$ cat config.mk
export PLATFORM = sky130hd
export DESIGN_NAME = cmp_arbiter
export DESIGN_NICKNAME = d
export VERILOG_FILES = /design/src/rtl/cmp_arbiter_pkg.sv /design/src/rtl/cmp_arbiter_rr_arb2.sv /design/src/rtl/cmp_arbiter.sv
export SDC_FILE = /design/constraint.sdc
export NUM_CORES = 1
export LEC_CHECK = 0
export CAP_MARGIN = 20
export CORE_UTILIZATION = 34
export DETAILED_ROUTE_END_ITERATION = 10
export GPL_TIMING_DRIVEN = 1
export PLACE_DENSITY = 0.76
export SLEW_MARGIN = 20
export SYNTH_ARGS = -nofsm -noshare
export SYNTH_HDL_FRONTEND = slang
export SYNTH_SLANG_ARGS = --single-unit
$ cat constraint.sdc
create_clock -name clk -period 6.4 [get_ports clk]
set_input_delay 0.64 -clock clk [delete_from_list [all_inputs] [get_ports clk]]
set_output_delay 0.64 -clock clk [all_outputs]
set_load 0.02 [all_outputs]
$ cat src/rtl/cmp_arbiter_pkg.sv
// -----------------------------------------------------------------------------
// cmp_arbiter_pkg
// Shared types for the branch/compare arbiter:
//   branch_funct3_t  - RV32I branch funct3 encodings (reused by requesters)
//   cmp_arb_state_t  - arbiter FSM states
//   cmp_req_id_t     - requester index (0 = branch resolution, 1 = slt/sltu)
//   CMP_SEL_*        - compare selector values taken from funct3[2:1]
// -----------------------------------------------------------------------------
package cmp_arbiter_pkg;

    typedef enum logic [2:0] {
        BEQ  = 3'b000,
        BNE  = 3'b001,
        BLT  = 3'b100,
        BGE  = 3'b101,
        BLTU = 3'b110,
        BGEU = 3'b111
    } branch_funct3_t;

    typedef enum logic [1:0] {
        IDLE = 2'd0,
        EVAL = 2'd1,
        DONE = 2'd2
    } cmp_arb_state_t;

    typedef logic cmp_req_id_t;

    // funct3[2:1] selects the base relation; funct3[0] inverts it.
    localparam logic [1:0] CMP_SEL_EQ      = 2'b00;
    localparam logic [1:0] CMP_SEL_ILLEGAL = 2'b01;
    localparam logic [1:0] CMP_SEL_LT      = 2'b10;
    localparam logic [1:0] CMP_SEL_LTU     = 2'b11;

endpackage : cmp_arbiter_pkg

$ cat src/rtl/cmp_arbiter_rr_arb2.sv
// -----------------------------------------------------------------------------
// rr_arb2
// Two-way round-robin grant. Purely combinational.
// Ports:
//   req_valid  [1:0] in   per-requester request
//   last_grant       in   requester granted most recently
//   grant      [1:0] out  one-hot grant, zero when nobody requests
// A lone requester always wins; on a tie the one that did not win last time
// is granted.
// -----------------------------------------------------------------------------
module rr_arb2
    import cmp_arbiter_pkg::*;
(
    input  logic [1:0]  req_valid,
    input  cmp_req_id_t last_grant,
    output logic [1:0]  grant
);

    for (genvar gi = 0; gi < 2; gi++) begin : g_grant
        localparam cmp_req_id_t MY_ID = cmp_req_id_t'(gi);
        assign grant[gi] = req_valid[gi] & (~req_valid[1-gi] | (last_grant != MY_ID));
    end

endmodule : rr_arb2

$ cat src/rtl/cmp_arbiter.sv
// -----------------------------------------------------------------------------
// cmp_arbiter
// Shares one registered branch/compare evaluator between two requesters
// (0 = branch resolution, 1 = slt/sltu). Round-robin accept in IDLE, compare
// of the latched operands in EVAL, result held on a valid/ready channel in
// DONE.
// Ports:
//   clk, rst (sync, active-high), flush (aborts in-flight compare)
//   req_valid[1:0] / req_ready[1:0]       request handshake, ready one-hot or 0
//   req_cmpop0/a0/b0, req_cmpop1/a1/b1    per-requester funct3 and operands
//   resp_valid / resp_ready               response handshake
//   resp_id, resp_br_en, resp_err         result owner, outcome, illegal funct3
//   busy                                  FSM not in IDLE
// All resp_* outputs come straight from flops; the only combinational
// input-to-output path is req_valid/flush/rst -> req_ready.
// -----------------------------------------------------------------------------
module cmp_arbiter
    import cmp_arbiter_pkg::*;
#(
    parameter int WIDTH = 32
) (
    input  logic             clk,
    input  logic             rst,
    input  logic             flush,
    input  logic [1:0]       req_valid,
    output logic [1:0]       req_ready,
    input  logic [2:0]       req_cmpop0,
    input  logic [WIDTH-1:0] req_a0,
    input  logic [WIDTH-1:0] req_b0,
    input  logic [2:0]       req_cmpop1,
    input  logic [WIDTH-1:0] req_a1,
    input  logic [WIDTH-1:0] req_b1,
    output logic             resp_valid,
    input  logic             resp_ready,
    output logic             resp_id,
    output logic             resp_br_en,
    output logic             resp_err,
    output logic             busy
);

    cmp_arb_state_t   state_q, state_d;
    cmp_req_id_t      last_grant_q, last_grant_d;
    cmp_req_id_t      id_q, id_d;
    logic [2:0]       cmpop_q, cmpop_d;
    logic [WIDTH-1:0] a_q, a_d;
    logic [WIDTH-1:0] b_q, b_d;
    cmp_req_id_t      resp_id_q, resp_id_d;
    logic             resp_br_en_q, resp_br_en_d;
    logic             resp_err_q, resp_err_d;

    logic [1:0]       grant;
    cmp_req_id_t      grant_id;
    logic             accept;
    logic             cmp_eq, cmp_lt, cmp_ltu;
    logic             cmp_base, cmp_br_en, cmp_err;

    rr_arb2 u_rr_arb2 (
        .req_valid  (req_valid),
        .last_grant (last_grant_q),
        .grant      (grant)
    );

    // grant is one-hot or zero, so bit 1 alone identifies the winner.
    assign grant_id  = cmp_req_id_t'(grant[1]);
    assign req_ready = (state_q == IDLE && !flush && !rst) ? grant : 2'b00;
    assign accept    = |(req_valid & req_ready);

    // Compare works only on the latched operands, never on live request ports.
    always_comb begin
        cmp_eq    = (a_q == b_q);
        cmp_lt    = ($signed(a_q) < $signed(b_q));
        cmp_ltu   = (a_q < b_q);
        cmp_base  = 1'b0;
        cmp_err   = 1'b0;
        case (cmpop_q[2:1])
            CMP_SEL_EQ:      cmp_base = cmp_eq;
            CMP_SEL_LT:      cmp_base = cmp_lt;
            CMP_SEL_LTU:     cmp_base = cmp_ltu;
            CMP_SEL_ILLEGAL: cmp_err  = 1'b1;
            default:         cmp_err  = 1'b1;
        endcase
        cmp_br_en = cmp_err ? 1'b0 : (cmp_base ^ cmpop_q[0]);
    end

    always_comb begin
        state_d      = state_q;
        last_grant_d = last_grant_q;
        id_d         = id_q;
        cmpop_d      = cmpop_q;
        a_d          = a_q;
        b_d          = b_q;
        resp_id_d    = resp_id_q;
        resp_br_en_d = resp_br_en_q;
        resp_err_d   = resp_err_q;

        if (flush) begin
            // Drop whatever is in flight; last_grant keeps its history.
            state_d = IDLE;
        end else begin
            case (state_q)
                IDLE: begin
                    if (accept) begin
                        cmpop_d      = grant_id ? req_cmpop1 : req_cmpop0;
                        a_d          = grant_id ? req_a1 : req_a0;
                        b_d          = grant_id ? req_b1 : req_b0;
                        id_d         = grant_id;
                        last_grant_d = grant_id;
                        state_d      = EVAL;
                    end
                end
                EVAL: begin
                    resp_br_en_d = cmp_br_en;
                    resp_err_d   = cmp_err;
                    resp_id_d    = id_q;
                    state_d      = DONE;
                end
                DONE: begin
                    if (resp_ready) begin
                        state_d = IDLE;
                    end
                end
                default: state_d = IDLE;
            endcase
        end
    end

    always_ff @(posedge clk) begin
        if (rst) begin
            state_q      <= IDLE;
            last_grant_q <= cmp_req_id_t'(1'b1);
            id_q         <= cmp_req_id_t'(1'b0);
            cmpop_q      <= 3'b000;
            a_q          <= '0;
            b_q          <= '0;
            resp_id_q    <= cmp_req_id_t'(1'b0);
            resp_br_en_q <= 1'b0;
            resp_err_q   <= 1'b0;
        end else begin
            state_q      <= state_d;
            last_grant_q <= last_grant_d;
            id_q         <= id_d;
            cmpop_q      <= cmpop_d;
            a_q          <= a_d;
            b_q          <= b_d;
            resp_id_q    <= resp_id_d;
            resp_br_en_q <= resp_br_en_d;
            resp_err_q   <= resp_err_d;
        end
    end

    assign resp_valid = (state_q == DONE);
    assign resp_id    = resp_id_q;
    assign resp_br_en = resp_br_en_q;
    assign resp_err   = resp_err_q;
    assign busy       = (state_q != IDLE);

endmodule : cmp_arbiter

Word level (Yosys, flattened, before mapping)
Index checks and enable logic that the tools add are counted.
{ "totals": {"reg_bits": 74, "wordCells": 51} }
{ "classes": {"order_cmp": 2, "n_eq_ne": 8, "mux": 10, "bitwise_logic": 10, "n_reduce_logical": 12} }
{ "ops": {"columns": ["cell", "n"], "rows": [
  ["$lt A32 B32 Y1", 2],
  ["$mux W32", 2],
  ["$eq A32 B32 Y1", 1],
  ["$eq A2 B2 Y1 const B", 3],
  ["$mux W2", 3],
  ["$pmux W2 S3", 1],
  ["$eq A2 B1 Y1 const B", 2],
  ["$logic_not A2 Y1", 2],
  ["$not A1 Y1", 4],
  ["$reduce_and A2 Y1", 2],
  ["$reduce_or A2 Y1", 2],
  ["$mux W3", 1],
  ["$pmux W1 S3", 1],
  ["$reduce_and A3 Y1", 1],
  ["$and A1 B1 Y1", 2],
  ["$and A2 B2 Y2", 1],
  ["$logic_and A1 B1 Y1", 2],
  ["$logic_not A1 Y1", 2],
  ["$mux W1", 2],
  ["$ne A2 B1 Y1 const B", 1],
  ["$ne A2 B2 Y1 const B", 1],
  ["$or A1 B1 Y1", 2],
  ["$reduce_bool A2 Y1", 1],
  ["$xor A1 B1 Y1", 1]
]} }

Logic depth before layout (Yosys ltp)
{ "depth": {"depth_word": 8, "mapped_depth": 9} }

By module
From an unflattened synthesis, not the netlist that was laid out.
{ "hier_totals": {"hier_cells": 460, "hier_area_um2": 4476.8} }
{ "by_module_without_submodules": {"columns": ["module", "n_inst", "cells_per_inst", "area_per_inst_um2"], "rows": [
  ["cmp_arbiter", 1, 457, 4458.0],
  ["rr_arb2", 1, 3, 18.8]
]} }

Least setup slack after synthesis
No wires, ideal clock.
{ "synth_timing": {"kind": "input-to-output", "from": "in req_valid[1]", "to": "out req_ready[1]", "arrival_time_ns": 1.706, "required_ns": 5.760, "slack_ns": 4.054, "cell_stages": 5, "path_buffers": 3, "path_cell_list": "a21boi_0 > clkbuf_1 > buf_4 > buf_2 > and2_1"} }
{ "synth_via": {"elab_chain_len": 2} }
{ "synth_lines": {"columns": ["element", "line", "rtl"], "rows": [
  ["from (decl)", "cmp_arbiter.sv:25", "input logic [1:0] req_valid,"],
  ["$and A1 B1 Y1", "cmp_arbiter_rr_arb2.sv:21", "assign grant[gi] = req_valid[gi] & (~req_valid[1-gi] | (last_grant != MY_ID));"],
  ["$mux W2", "cmp_arbiter.sv:65", "assign req_ready = (state_q == IDLE && !flush && !rst) ? grant : 2'b00;"],
  ["to (decl)", "cmp_arbiter.sv:26", "output logic [1:0] req_ready,"]
]} }
Every way passes these cells.

Worst setup path in the final report
Same ends and word-level chain as after synthesis.

==> flow_summary_export.csv <==
group,metric,value,unit
final_layout,register_area,1480,um^2
critical_path,r2r_slack,3.82,ns
synth,ys_warn_count,0,
routing,antenna_left,0,
routing,vias_per_cell,4.95,
synth,ys_seq_area_share,36.1,%
clock_tree,clk_path_buf_depth,2,
synth,syn_avg_cell_area,8.97,um^2
floorplan,die_x,112,um
placed_design,dp_hpwl,7.31,mm
critical_path,end_kind,"output port",
timing,tns,0,ns
status,status,"complete, but fails checks",
global_route,grt.overflow.total,0,
final_layout,drive_above_1_share,4.90,%
critical_path,arrival,2.54,ns
timing,setup_viol,0,
hold_path,hold_start,"resp_id",
synth,syn_nets,629,
clock_tree,cts_sinks,74,
synth,ys_types,36,
clock_tree,cts_buffers,9,
synth,synth_async_sr_flop_share,0,%
critical_path,rr_startpoint,"state_q[0]",
critical_path,rr_endpoint,"a_q[4]",
synth,synth_edf_count,0,
clock_tree,cts.clk_slew.worst_paths,0.06,ns
routing,route.detailed.drc,8,
clock_tree,ctsHoldBuffers,0,
timing,relSlewSlack,48.6,%
timing,whs,0.477,ns
global_route,grt_pass1_vias,3573,
timing,fin_skew,0.00654,ns
synth,syn_inst,457,
power,vdd_drop_max,0.131,mV
final_layout,layout_commonest_cell,"clkdlybuf4s50_1",
timing,max_freq,314,MHz
final_layout,area_growth,46.2,%
timing,hold_viol,0,
routing,wire_per_inst,13.0,um
final_layout,fill_cells,1047,
floorplan,die_h,112,um
critical_path,crit_required,5.76,ns
timing,tightest_slew,0.771,ns
clock_tree,clk_latency,0.32,ns
hold_path,hp-class,"reg2reg",
synth,synth-main-ff-cell,"dfxtp_1",
routing,drt_pass1_iterations,7,
placed_design,globalplace.congestion,0.756,
routing,wirelength,9.53,mm
power,cellPowerDensity,232,nW/um^2
clock_tree,postCtsSetupRepairBufs,0,
clock_tree,htree_levels,3,
floorplan,fp.coreArea,11600,um^2
final_layout,multi_input_area,2360,um^2
floorplan,rows,39,
global_route,grt_max_degree,75,
hold_path,min_to,"resp_id",
global_route,grt_pass1_wl,15.9,mm
floorplan,die-area,12500,um^2
synth,synth_seq_cells,74,
timing,fin_crit,3.18,ns
global_route,grtUsageTotal,15.7,%
floorplan,io_pins,147,
hold_path,hold_depth,2,
routing,vias,3638,
critical_path,cp_max_fo,26,
final_layout,antenna_cells,0,
clock_tree,ctsResizeCount,0,
synth,syn_area,4100,um^2
final_layout,layout_common_cells,"145 x clkdlybuf4s50_1, 74 x dfxtp_1, 73 x nor2_1",
critical_path,crit_path_start_kind,"input pin",
timing,rsz0062_at_grt,"no",
power,power_leakage,0.00227,uW
floorplan,initial_core_util,35.4,%
timing,fin_crit_sh,49.7,%
clock_tree,tritoncts,"built",
global_route,antenna_found_initial,0,
routing,drt_iter0_markers,133,
timing,maxSlewViolCount,0,
placed_design,port_buffers,146,
clock_tree,root_buffer,"clkbuf_16",
final_layout,nets,759,
status,violations,"DRC",
critical_path,worstSetupPathType,"in2out",
job,cap_viol_max_count,0,
critical_path,reg2regPathDepth,5,
## layer usage
| layer | global-route usage, % | vias up | share of wire (%) | wire length [um] |
|---|---|---|---|---|
| li1 | - | 1900 | - | - |
| met2 | 28.1 | 93 | 49 | 4670 |
| met1 | 18.9 | 1638 | 44 | 4240 |
| met5 | 0 | - | 0 | 0 |
| met4 | 3.24 | 0 | 0.63 | 60 |
| met3 | 4.25 | 7 | 6.0 | 571 |
## critical path, stage by stage
cell and delay [ns]:
clkdlybuf4s50_1 0.52, a21boi_4 0.18, buf_4 0.38, and2_1 0.21
clkdlybuf4s50_1 0.60
## worst max-delay path by stage
stage | startpoint | end | slack [ns] | cells after the start
2_1_floorplan | req_valid[1] | req_ready[1] | 4.05 | 5
3_3_place_gp | req_valid[1] | req_ready[1] | 3.23 | 5
3_5_place_dp | flush | a_q[3] | 3.12 | 6
4_1_cts | req_valid[1] | req_ready[1] | 3.20 | 5
5_1_grt | rst | b_q[4] | 3.15 | 7
6_report | req_valid[1] | req_ready[1] | 3.22 | 5
## cells by family after synthesis
family,Yosys count,share of synthesized area (%)
flip-flops,74,36.1
AO/OA/AOI/OAI,103,17.6
adder cells (fa/ha/maj),32,9.77
AND/OR/NAND/NOR,113,13.1
multiplexers,68,16.6
buffers and inverters,67,6.81
## registers in the layout, indices dropped and copies added, names as in the netlist
signal / flops
id_q: 1
state_q: 2
resp_err: 1
cmpop_q: 3
b_q: 32
last_grant_q: 1
a_q: 32
resp_br_en: 1
resp_id: 1
## final cells by class
class | count | share of cell area, %
multi-input cells | 316 | 39.3
repair buffers | 150 | 24.8
flip-flops and latches | 74 | 24.7
clock buffers | 12 | 4.28
well taps | 143 | 2.99
inverters | 36 | 2.25
clock inverters | 4 | 1.63
## cell usage after synthesis (2+ instances only)
| master | n | area share (%) |
|---|---|---|
| nor3_1 | 3 | 0.37 |
| nor2_1 | 73 | 6.7 |
| o21a_1 | 2 | 0.37 |
| dfxtp_1 | 74 | 36 |
| mux2i_1 | 68 | 17 |
| buf_2 | 19 | 2.3 |
| nand4_1 | 3 | 0.46 |
| a211oi_1 | 68 | 12 |
| nor2b_1 | 4 | 0.61 |
| o21ai_0 | 5 | 0.61 |
| clkbuf_1 | 11 | 1.0 |
| ha_1 | 32 | 9.8 |
| a21o_1 | 2 | 0.37 |
| nand3_1 | 3 | 0.37 |
| nor4_1 | 2 | 0.31 |
| nand2_1 | 15 | 1.4 |
| nand4_2 | 2 | 0.61 |
| inv_1 | 36 | 3.3 |
| a21oi_1 | 18 | 2.2 |
## per-stage QoR
step | util [%] | power, uW | worst slack, ns | std cells | area [um^2]
2_1_floorplan | - | 687 | 4.05 | 457 | 4100
3_3_place_gp | 48.8 | 806 | 3.23 | 719 | 5640
3_5_place_dp | 48.8 | 816 | 3.12 | 719 | 5640
4_1_cts | 51.8 | 1410 | 3.20 | 735 | 5990
5_1_grt | 51.8 | 1460 | 3.15 | 735 | 5990
6_report | 51.8 | 1390 | 3.22 | 735 | 5990
## power breakdown
group	switching [uW]	internal (uW)
clock	185	402
sequential	16.9	491
combinational	131	162
total	333	1060
(Power assumes the default switching activity.)
